$ cat config.mk
export PLATFORM = sky130hd
export DESIGN_NAME = activation_unit
export DESIGN_NICKNAME = d
export VERILOG_FILES = /design/src/rtl/act_pkg.sv /design/src/rtl/act_lane.sv /design/src/rtl/activation_unit.sv
export SDC_FILE = /design/constraint.sdc
export NUM_CORES = 1
export LEC_CHECK = 0
export CORE_ASPECT_RATIO = 1.2
export CORE_MARGIN = 5
export CORE_UTILIZATION = 52
export CTS_CLUSTER_DIAMETER = 120
export DETAILED_ROUTE_END_ITERATION = 8
export PLACE_DENSITY = 0.76
export SLEW_MARGIN = 15
export SYNTH_ARGS = -nofsm -noshare
export SYNTH_HDL_FRONTEND = slang
export SYNTH_SLANG_ARGS = --single-unit
$ cat constraint.sdc
create_clock -name clk -period 2.34 [get_ports clk]
set_input_delay 0.234 -clock clk [delete_from_list [all_inputs] [get_ports clk]]
set_output_delay 0.234 -clock clk [all_outputs]
set_load 0.01 [all_outputs]
$ cat src/rtl/act_pkg.sv
// Shared types and constant helpers for the multi-lane activation unit.
package act_pkg;

    // Runtime activation select, travels down the pipe with its beat.
    typedef enum logic [1:0] {
        ACT_RELU   = 2'd0,
        ACT_RELU6  = 2'd1,
        ACT_HSIG   = 2'd2,
        ACT_HSWISH = 2'd3
    } act_mode_e;

    // 1.0 in Q(INT.FRAC).
    function automatic longint act_one(input int unsigned frac_bits);
        return longint'(1) << frac_bits;
    endfunction

    // 3.0 in Q(INT.FRAC).
    function automatic longint act_three(input int unsigned frac_bits);
        return 3 * act_one(frac_bits);
    endfunction

    // 6.0 in Q(INT.FRAC).
    function automatic longint act_six(input int unsigned frac_bits);
        return 6 * act_one(frac_bits);
    endfunction

    // round(2^FRAC / 6), the hard-sigmoid slope.
    function automatic longint act_c6(input int unsigned frac_bits);
        return (act_one(frac_bits) + 3) / 6;
    endfunction

    // Largest integer-valued positive sample: sign clear, integer ones, fraction zero.
    function automatic longint act_max_value(input int unsigned int_bits,
                                             input int unsigned frac_bits);
        return ((longint'(1) << (int_bits - 1)) - 1) << frac_bits;
    endfunction

endpackage

$ cat src/rtl/act_lane.sv
// Single-lane 3-stage activation datapath.
// HSWISH_EN compiles in the hard-sigmoid / hard-swish multipliers; without it
// modes 2 and 3 fall back to the ReLU result.
module act_lane
    import act_pkg::*;
#(
    parameter int unsigned INT_BITS   = 16,
    parameter int unsigned FRAC_BITS  = 16,
    parameter int unsigned DATA_WIDTH = INT_BITS + FRAC_BITS
) (
    input  logic                  clk,
    input  logic                  rst_n,
    input  logic                  stage_en,
    input  logic                  ld1,
    input  logic                  ld2,
    input  logic                  ld3,
    input  logic [1:0]            mode0,
`ifdef HSWISH_EN
    input  logic [1:0]            mode1,
    input  logic [1:0]            mode2,
`endif
    input  logic [DATA_WIDTH-1:0] x,
    output logic [DATA_WIDTH-1:0] y
);

    localparam int unsigned DW = DATA_WIDTH;
    localparam int unsigned EW = DATA_WIDTH + 1;
    localparam logic signed [EW-1:0] MAX_E = EW'(act_max_value(INT_BITS, FRAC_BITS));
    localparam logic signed [EW-1:0] SIX_E = EW'(act_six(FRAC_BITS));
`ifdef HSWISH_EN
    localparam int unsigned PW = 2 * DATA_WIDTH;
    localparam logic signed [EW-1:0] THREE_E = EW'(act_three(FRAC_BITS));
    localparam logic signed [PW-1:0] ONE_P   = PW'(act_one(FRAC_BITS));
    localparam logic signed [PW-1:0] C6_P    = PW'(act_c6(FRAC_BITS));
    localparam logic signed [PW-1:0] MAX_P   = PW'(act_max_value(INT_BITS, FRAC_BITS));
    localparam logic signed [PW-1:0] MIN_P   = -(MAX_P + ONE_P);
    localparam logic signed [DW-1:0] ONE_D   = DW'(ONE_P);
    localparam logic signed [DW-1:0] MAX_D   = DW'(MAX_P);
    localparam logic signed [DW-1:0] MIN_D   = DW'(MIN_P);
`endif

    logic signed [DW-1:0] x_s;
    logic signed [EW-1:0] x_e;
    logic signed [EW-1:0] relu_e;
    logic signed [EW-1:0] relu6_e;
    logic signed [DW-1:0] c1_d;
    logic signed [DW-1:0] c1_q;
    logic signed [DW-1:0] p2_d;
    logic signed [DW-1:0] p2_q;
    logic signed [DW-1:0] y3_d;
    logic signed [DW-1:0] y3_q;
    act_mode_e            m0;
`ifdef HSWISH_EN
    logic signed [EW-1:0] off_e;
    logic signed [EW-1:0] r_e;
    logic signed [DW-1:0] x1_q;
    logic signed [DW-1:0] x2_q;
    logic signed [PW-1:0] h_prod;
    logic signed [PW-1:0] h_shift;
    logic signed [DW-1:0] h_val;
    logic signed [PW-1:0] y_prod;
    logic signed [PW-1:0] y_shift;
    logic signed [DW-1:0] y_sat;
`endif

    assign x_s = signed'(x);
    assign x_e = EW'(x_s);
    assign m0  = act_mode_e'(mode0);
    assign y   = y3_q;

    // S1 compute: ReLU / ReLU6 clamps, or the offset clamp feeding hard-sigmoid.
    always_comb begin
        relu_e = x_e;
        if (x_s[DW-1]) begin
            relu_e = '0;
        end else if (x_e > MAX_E) begin
            relu_e = MAX_E;
        end
        relu6_e = x_e;
        if (x_s[DW-1]) begin
            relu6_e = '0;
        end else if (x_e > SIX_E) begin
            relu6_e = SIX_E;
        end
`ifdef HSWISH_EN
        off_e = x_e + THREE_E;
        r_e   = off_e;
        if (off_e[EW-1]) begin
            r_e = '0;
        end else if (off_e > SIX_E) begin
            r_e = SIX_E;
        end
`endif
        c1_d = DW'(relu_e);
        case (m0)
            ACT_RELU6: c1_d = DW'(relu6_e);
`ifdef HSWISH_EN
            ACT_HSIG, ACT_HSWISH: c1_d = DW'(r_e);
`endif
            default: ;
        endcase
    end

    // S1 registers; x rides along for the hard-swish product.
    always_ff @(posedge clk or negedge rst_n) begin
        if (!rst_n) begin
            c1_q <= '0;
`ifdef HSWISH_EN
            x1_q <= '0;
`endif
        end else if (stage_en && ld1) begin
            c1_q <= c1_d;
`ifdef HSWISH_EN
            x1_q <= x_s;
`endif
        end
    end

    // S2 compute: h = min((r*C6)>>>FRAC, ONE), or pass the clamped value through.
    always_comb begin
        p2_d = c1_q;
`ifdef HSWISH_EN
        h_prod  = PW'(c1_q) * C6_P;
        h_shift = h_prod >>> FRAC_BITS;
        h_val   = (h_shift > ONE_P) ? ONE_D : DW'(h_shift);
        if ((act_mode_e'(mode1) == ACT_HSIG) || (act_mode_e'(mode1) == ACT_HSWISH)) begin
            p2_d = h_val;
        end
`endif
    end

    // S2 registers.
    always_ff @(posedge clk or negedge rst_n) begin
        if (!rst_n) begin
            p2_q <= '0;
`ifdef HSWISH_EN
            x2_q <= '0;
`endif
        end else if (stage_en && ld2) begin
            p2_q <= p2_d;
`ifdef HSWISH_EN
            x2_q <= x1_q;
`endif
        end
    end

    // S3 compute: hard-swish product with saturation, else pass through.
    always_comb begin
        y3_d = p2_q;
`ifdef HSWISH_EN
        y_prod  = PW'(x2_q) * PW'(p2_q);
        y_shift = y_prod >>> FRAC_BITS;
        y_sat   = DW'(y_shift);
        if (y_shift > MAX_P) begin
            y_sat = MAX_D;
        end else if (y_shift < MIN_P) begin
            y_sat = MIN_D;
        end
        if (act_mode_e'(mode2) == ACT_HSWISH) begin
            y3_d = y_sat;
        end
`endif
    end

    // S3 output register; holds across bubbles and stalls.
    always_ff @(posedge clk or negedge rst_n) begin
        if (!rst_n) begin
            y3_q <= '0;
        end else if (stage_en && ld3) begin
            y3_q <= y3_d;
        end
    end

endmodule

$ cat src/rtl/activation_unit.sv
// Multi-lane pipelined activation unit (ReLU, ReLU6, hard-sigmoid, hard-swish).
// HSWISH_EN compiles in the hard-sigmoid / hard-swish datapath.
module activation_unit
    import act_pkg::*;
#(
    parameter int unsigned INT_BITS   = 16,
    parameter int unsigned FRAC_BITS  = 16,
    parameter int unsigned DATA_WIDTH = INT_BITS + FRAC_BITS,
    parameter int unsigned LANES      = 4
) (
    input  logic                        clk,
    input  logic                        rst_n,
    input  logic [1:0]                  mode,
    input  logic                        in_valid,
    output logic                        in_ready,
    input  logic [LANES*DATA_WIDTH-1:0] data_in,
    output logic                        out_valid,
    input  logic                        out_ready,
    output logic [LANES*DATA_WIDTH-1:0] data_out
);

    logic v1;
    logic v2;
    logic v3;
    logic advance;
    logic accept;
`ifdef HSWISH_EN
    act_mode_e m1;
    act_mode_e m2;
`endif

    assign advance   = !v3 || out_ready;
    assign in_ready  = advance;
    assign accept    = in_valid && advance;
    assign out_valid = v3;

    // Valid pipeline: whole pipe advances together, bubbles are kept.
    always_ff @(posedge clk or negedge rst_n) begin
        if (!rst_n) begin
            v1 <= 1'b0;
            v2 <= 1'b0;
            v3 <= 1'b0;
        end else if (advance) begin
            v1 <= accept;
            v2 <= v1;
            v3 <= v2;
        end
    end

`ifdef HSWISH_EN
    // Mode pipeline so each beat keeps the function it was accepted with.
    always_ff @(posedge clk or negedge rst_n) begin
        if (!rst_n) begin
            m1 <= ACT_RELU;
            m2 <= ACT_RELU;
        end else begin
            if (accept) begin
                m1 <= act_mode_e'(mode);
            end
            if (advance && v1) begin
                m2 <= m1;
            end
        end
    end
`endif

    // One independent datapath per lane, lane 0 in the LSBs.
    for (genvar g = 0; g < LANES; g++) begin : g_lane
        act_lane #(
            .INT_BITS   (INT_BITS),
            .FRAC_BITS  (FRAC_BITS),
            .DATA_WIDTH (DATA_WIDTH)
        ) u_lane (
            .clk      (clk),
            .rst_n    (rst_n),
            .stage_en (advance),
            .ld1      (in_valid),
            .ld2      (v1),
            .ld3      (v2),
            .mode0    (mode),
`ifdef HSWISH_EN
            .mode1    (m1),
            .mode2    (m2),
`endif
            .x        (data_in[g*DATA_WIDTH +: DATA_WIDTH]),
            .y        (data_out[g*DATA_WIDTH +: DATA_WIDTH])
        );
    end

endmodule

==> summary.txt, run 1 <==
Outcome
  – Status: finished clean

Yosys
  – FF+latch count, synth: 375
  – Adder-cell share of the synthesized area: 0%
  – Sequential fraction of the synthesis area: 65.6%
  – Number of synthesized flops with an enable pin: 0
  – Syn avg cell area: 15.4 sq um
  – Mux contribution to synthesized area: ~20%
  – Post-Syn Area: about 14000 sq um
  – XOR/XNOR Fraction of Synth Area: 0%
  – Compound-gate portion of the synthesized area: between 9 and 10%
  – Post-Synthesis Cells: 931
  – Netlist cell types: 41
  – Asr flop ratio synth: 100%
  – Synth warnings: 0
  – Simple-Gate Fraction of Synth Area: 3.99%
  – Synth Flop Type: dfrtp_1
  – Largest family of logic cells by synthesized area: multiplexers

Route
  – Post-DR wirelength/cell: 20.9 um
  – DRT Pass-1 Iters: 5
  – Starting DRC count in detailed routing: 470
  – Residual DRC count: 0
  – Via density: 5.71
  – Routed Wire Length: 34.4 mm
  – Via count of the routed design: 9393
  – Routed Antenna Nets: 0

Global route
  – Total grt overflow: 0
  – Gr usage total: approximately 22%
  – Global-route wire length before repair: 55.8 mm
  – Vias in the first global route: 10200
  – Largest net degree at the start of global routing: 75
  – Initial antenna violation count: 0

Flow run
  – Max Cap Viol: 0

Clocking
  – Root Driver: clkbuf_16
  – Worst-Skew Late Latency: 500 ps
  – Clock Sink Count: between 300 and 400
  – H-tree level count: 2
  – Num CTS Buffers: 38
  – Clock slew at reported path FFs: 60 ps
  – TritonCTS clock tree: built
  – Deepest clock path buffer count: 3

Critical path
  – WP data required: 2110 ps
  – CP Launch Type: flip-flop
  – Kind of critical path: flip-flop to output pin
  – CP arrival: 1970 ps
  – CP Max Fanout: 5
  – Crit. End Element: output pin

STA
  – Final hold vios: 0
  – Unrepaired setup endpoints after global routing: no
  – Max-slew violations: 0
  – Final min period: 2200 ps
  – Tcrit/Tclk final: 94.0%
  – FMAX: about 450 MHz
  – Setup violations, final: 0
  – Slew @ Worst Pin: ~800 ps
  – Max-slew headroom: 46.4%
  – Layout Skew: between 10 and 15 ps
  – Setup TNS Final: 0 ps

Final layout
  – Fin util: 71.3%
  – Most common cell after layout, fill and taps aside: dfrtp_1
  – Area growth syn-to-layout: 35.3%
  – Finished Layout Cells: 1644
  – Net count reported at finish: roughly 1400
  – Diode count: 0
  – Filler cells: 1833
  – Most frequent cells in the layout: dfrtp_1 (375), clkdlybuf4s50_1 (258), mux2_2 (248), buf_4 (86), a22o_1 (53)
  – Share of layout cells above drive strength 1: 33.3%

Die
  – Initial Utilization: 52.7%
  – Core area: between 20000 and 30000 sq um
  – Die width: 161 um
  – Num rows: 66
  – Die H: around 190 um
  – Top Ports: 264
  – Die ar.: slightly above 30000 sq um

Place
  – Post-DP HPWL: 23.7 mm
  – Placed Cells: ~1600
  – Port buffer count: between 200 and 300
  – Placer Congestion: around 0.85

Power and ir drop
  – Pwr dens: 1170 nW/um^2
  – Final Power: between 20000 and 25000 uW
  – Leakage power: approximately 0.009 uW
  – Worst vdd ir: 0.713 mV

Worst hold path
  – Hold crit path type: input port to asynchronous set/reset pin
-- critical path: stages (launching register included) --
cell and delay (ps):
dfrtp_1 380, nor2b_2 230, clkinv_1 150, buf_4 190, clkdlybuf4s50_1 510
-- registers in the layout, indices dropped and copies added (netlist names) --
name	cells
g_lane.u_lane.c1_q	124
g_lane.u_lane.p2_q	124
v2	1
g_lane.u_lane.y	124
v1	1
out_valid	1
-- cells by family (layout without fill, tap and decap cells) --
family | Yosys count | count (layout)
mux | 248 | 248
compound gates | 145 | 145
other cells | 1 | 4
simple gates | 101 | 101
flops | 375 | 375
buf+inv | 61 | 431
-- cell type report --
cell class	instances	area [sq um]	share of cell area, %
timing repair buffer	360	3530	18.2
inverter	4	15.0	0.0775
tap	340	425	2.20
clock inverter	11	105	0.543
multi-input combinational	498	4710	24.3
sequential	375	9380	48.5
clock buffer	56	1190	6.16
-- final timing paths --
check | start | endpoint | slack [ps] | cells past startpoint
worst max-delay path | out_valid$_DFFE_PN0N_ | in_ready | 140 | 4
min in group clk | data_in[16] | g_lane[0].u_lane.c1_q[16]$_DFFE_PN0P_ | 360 | 3
worst max register to register | out_valid$_DFFE_PN0N_ | g_lane[0].u_lane.c1_q[10]$_DFFE_PN0P_ | 180 | 5
worst min-delay path | rst_n | g_lane[2].u_lane.y[22]$_DFFE_PN0P_ | 270 | 2
max in group asynchronous | rst_n | g_lane[3].u_lane.p2_q[13]$_DFFE_PN0P_ | 1230 | 3
worst min register to register | g_lane[0].u_lane.c1_q[16]$_DFFE_PN0P_ | g_lane[0].u_lane.c1_q[16]$_DFFE_PN0P_ | 470 | 2
-- stage by stage --
step / worst slack [ps] / instance area (sq um) / hold WS (ps)
2_1_floorplan: 221 / 14300 / -61.6
3_3_place_gp: -548 / 18000 / 216
3_5_place_dp: -541 / 18000 / 211
4_1_cts: 107 / 19400 / 279
5_1_grt: 38.7 / 19400 / 307
6_report: 141 / 19400 / 265
-- per-layer routing --
metal / up-vias / wire length [um] / GRT usage [%] / part of all wire [%]
met2: 287 / 17500 / 39.2 / 51
met1: 4847 / 14200 / 29.3 / 41
met4: 0 / 554 / 4.56 / 1.6
met3: 46 / 2110 / 4.94 / 6.1
met5: - / 0 / 0 / 0
li1: 4213 / - / - / -
-- cells in the mapped netlist (2+ instances only) --
cell      number  share of area, %
clkbuf_1      26              0.68
a32o_1        48               3.4
buf_2         12              0.42
and4_1         3              0.18
buf_4          4              0.21
nand2b_1       3              0.13
nand2_1       20              0.52
inv_1          3             0.079
mux2_2       248                20
o21ai_0        9              0.31
nor2_1        11              0.29
dfrtp_1      375                66
a31oi_1        2             0.087
buf_1         14              0.37
o31ai_1        2              0.10
nand4_1       18              0.79
a21oi_1        2             0.070
a211oi_1       4              0.21
nor3_1         6              0.21
nand3b_1       2              0.10
a21o_1         2              0.10
nor2b_1        2             0.087
or2_2          2             0.087
nand3_1        2             0.070
a22o_2        10              0.70
or4_1          6              0.31
nor4_1        24               1.0
a22oi_1        6              0.31
a22o_1        53               3.2
-- power breakdown --
group	switching [uW]	internal [uW]	leakage [uW]	total, uW
Sequential	1150	8640	0.00494	9790
Clock	2370	3740	0.000653	6120
Combinational	2590	4060	0.00338	6650
-- timing repair --
| action | 4_1_cts | 5_1_grt |
|---|---|---|
| gates resized for setup | 2 | 0 |
| endpoints found under the setup margin | 17 | 0 |
| buffers inserted | 0 | 0 |
| hold buffers | 1 | 0 |
| endpoints found under the hold margin | 53 | 0 |
Note: power is estimated with default switching activity, not from simulation.
==> run 2, diff against run 1 <==
--- a/config.mk
+++ b/config.mk
@@ -6,12 +6,11 @@
 export NUM_CORES = 1
 export LEC_CHECK = 0
 export CORE_ASPECT_RATIO = 1.2
-export CORE_MARGIN = 5
 export CORE_UTILIZATION = 52
 export CTS_CLUSTER_DIAMETER = 120
 export DETAILED_ROUTE_END_ITERATION = 8
 export PLACE_DENSITY = 0.76
-export SLEW_MARGIN = 15
+export SLEW_MARGIN = 30
 export SYNTH_ARGS = -nofsm -noshare
 export SYNTH_HDL_FRONTEND = slang
 export SYNTH_SLANG_ARGS = --single-unit
==> constraint.sdc (replaced) <==
create_clock -name clk -period 2.3 [get_ports clk]
set_input_delay 0.23 -clock clk [delete_from_list [all_inputs] [get_ports clk]]
set_output_delay 0.23 -clock clk [all_outputs]
set_load 0.01 [all_outputs]
==> run 2 against run 1 <==
- clock skew up 7.8 ps
- clock-buffer cell count up 4
- worst setup slack better by 31 ps
- register-to-register slack better by 110 ps
- first-iteration DRC count down 3.4%
- non-clock buffer count down 3
- combinational power up 2%
- via count down 0.19%
- sequential power up 1%
- critical path type unchanged
- critical endpoint unchanged
- largest cell class unchanged
- highest routed layer is now met5
==> summary.txt, run 2 (synthesized netlist as in run 1, its figures left out) <==
Outcome
  – Status: finished clean (unchanged)

STA
  – Tcrit/Tclk final: 92.5%
  – Setup TNS Final: 0 ps (unchanged)
  – Final hold vios: 0 (unchanged)
  – Max-slew violations: 0 (unchanged)
  – Setup violations, final: 0 (unchanged)
  – FMAX: 470 MHz
  – Unrepaired setup endpoints after global routing: no (unchanged)
  – Max-slew headroom: 37.5% (was 46.4%)
  – Layout Skew: 18.0 ps (was 10.1 ps)
  – Slew @ Worst Pin: 935 ps (was 803 ps)
  – Final min period: 2130 ps

Final layout
  – Final instance area: 19400 sq um (about the same)
  – Area growth syn-to-layout: 35.4% (was 35.3%)
  – Diode count: 0 (unchanged)
  – Most common cell after layout, fill and taps aside: dfrtp_1 (unchanged)
  – Net count reported at finish: 1408 (was 1411)
  – Share of layout cells above drive strength 1: 32.7% (was 33.3%)
  – Finished Layout Cells: 1641 (was 1644)
  – Fin util: 71.5% (was 71.3%)
  – Most frequent cells in the layout: dfrtp_1 (375), clkdlybuf4s50_1 (258), mux2_2 (248), buf_4 (80), a22o_1 (53) (was dfrtp_1 (375), clkdlybuf4s50_1 (258), mux2_2 (248), buf_4 (86), a22o_1 (53))

Global route
  – Vias in the first global route: 9940 (was 10200)
  – Total grt overflow: 0 (unchanged)
  – Gr usage total: 23.8% (was 22.5%)
  – Largest net degree at the start of global routing: 63 (was 75)
  – Initial antenna violation count: 1 (was 0)
  – Global-route wire length before repair: 53.0 mm (was 55.8 mm)

Clocking
  – Root Driver: clkbuf_16 (unchanged)
  – Deepest clock path buffer count: 3 (unchanged)
  – Num CTS Buffers: 38 (unchanged)
  – Clock slew at reported path FFs: 60 ps (about the same)
  – Worst-Skew Late Latency: 510 ps (was 500 ps)
  – TritonCTS clock tree: built (unchanged)
  – H-tree level count: 2 (unchanged)
  – Clock Sink Count: 375 (unchanged)

Power and ir drop
  – Leakage power: 0.00896 uW (was 0.00898 uW)
  – Worst vdd ir: 0.760 mV (was 0.713 mV)
  – Pwr dens: 1190 nW/um^2 (was 1170 nW/um^2)
  – Final Power: 23000 uW (was 22600 uW)

Critical path
  – Path depth of the worst reg2reg path: 9 (was 5)
  – Kind of critical path: flip-flop to output pin (unchanged)
  – Worst Setup SP: out_valid$_DFFE_PN0N_ (unchanged)
  – Crit-path cells: nor2b_4 > clkinv_1 > buf_4 > clkdlybuf4s50_1 (was nor2b_2 > clkinv_1 > buf_4 > clkdlybuf4s50_1)
  – CP arrival: 1900 ps (was 1970 ps)
  – CP Max Fanout: 5 (unchanged)
  – Crit-path leading delay family: buffers and inverters (unchanged)
  – Worst path max stage delay: 490 ps (was 510 ps)
  – R2r setup slk: 290 ps (was 180 ps)
  – CP Buf/Inv Count: 3 (unchanged)
  – Critical path's slowest cell: clkdlybuf4s50_1 (unchanged)
  – WP data required: 2070 ps (was 2110 ps)
  – CP Launch Type: flip-flop (unchanged)
  – Crit. End Element: output pin (unchanged)
  – RR Startpoint: out_valid$_DFFE_PN0N_ (unchanged)
  – WP depth: 4 (unchanged)

Route
  – Routed Wire Length: 33.1 mm (was 34.4 mm)
  – Starting DRC count in detailed routing: 454 (was 470)
  – Via count of the routed design: 9375 (was 9393)
  – DRT Pass-1 Iters: 5 (unchanged)
  – Residual DRC count: 0 (unchanged)
  – Routed Antenna Nets: 0 (unchanged)
  – Post-DR wirelength/cell: 20.1 um (was 20.9 um)
  – Via density: 5.71 (about the same)

Die
  – Initial Utilization: 52.8% (was 52.7%)
  – Die ar.: 28200 sq um (was 30900 sq um)
  – Core area: 27100 sq um (was 27200 sq um)
  – Die H: 184 um (was 192 um)
  – Top Ports: 264 (unchanged)
  – Num rows: 66 (unchanged)
  – Die width: 153 um (was 161 um)

Place
  – DP Area: 18000 sq um (unchanged)
  – Post-DP HPWL: 22.6 mm (was 23.7 mm)
  – Placed Cells: 1572 (was 1576)
  – Port buffer count: 259 (unchanged)
  – Placer Congestion: 0.836 (was 0.849)

Flow run
  – Max Cap Viol: 0 (unchanged)

Worst hold path
  – Hold crit path type: input port to asynchronous set/reset pin (unchanged)
[run 2: timing repair]
| item | CTS | global route |
|---|---|---|
| hold endpoints to repair | 53 | 0 |
| hold buffers | 1 | 0 |
| buffers inserted | 0 | 1 |
| setup endpoints to repair | 1 | 14 |
| pin swaps | 0 | 1 |
| gates resized for setup | 1 | 2 |
[run 2: final timing paths]
path / end
worst max register to register: g_lane[1].u_lane.c1_q[23]$_DFFE_PN0P_
max in group asynchronous: g_lane[3].u_lane.y[13]$_DFFE_PN0P_
min in group clk: g_lane[0].u_lane.c1_q[7]$_DFFE_PN0P_
worst max-delay path: in_ready
worst min-delay path: g_lane[2].u_lane.y[25]$_DFFE_PN0P_
worst min register to register: g_lane[0].u_lane.c1_q[16]$_DFFE_PN0P_
[run 2: power breakdown]
part	total [uW]	internal (uW)	switching [uW]
Combinational	6790	4140	2640
Sequential	9930	8790	1140
Clock	6270	3850	2420
[run 2: metrics by stage]
step / setup WS [ps] / hold WS, ps
3_5_place_dp: -353 / 215
3_3_place_gp: -490 / 212
4_1_cts: 79.4 / 279
2_1_floorplan: 181 / -65.6
5_1_grt: 71.2 / 283
6_report: 172 / 249
[run 2: area by class of cell]
class	instances	area, sq um
multi-input combinational	498	4720
sequential	375	9380
inverter	4	15.0
clock buffer	60	1180
fill	1780	7710
tap	340	425
clock inverter	7	114
timing repair buffer	357	3540
[run 2: worst reg2reg max path, cell delays in order (launching register included)]
cell      delay, ps
dfrtp_1         390
nor2b_4         200
clkinv_1        130
nand2_4         100
buf_4           140
buf_4           310
or2_2           190
a21oi_1          40
buf_4           200
a22o_1          200
[run 2: routing by layer]
metal	track usage [%]	share of wire, %	routed length, um	up-vias
met2	40.2	50	16500	272
met5	0	0.036	12	-
met4	6.52	1.9	622	2
li1	-	-	-	4200
met3	5.19	5.7	1890	56
met1	31.3	42	14000	4845
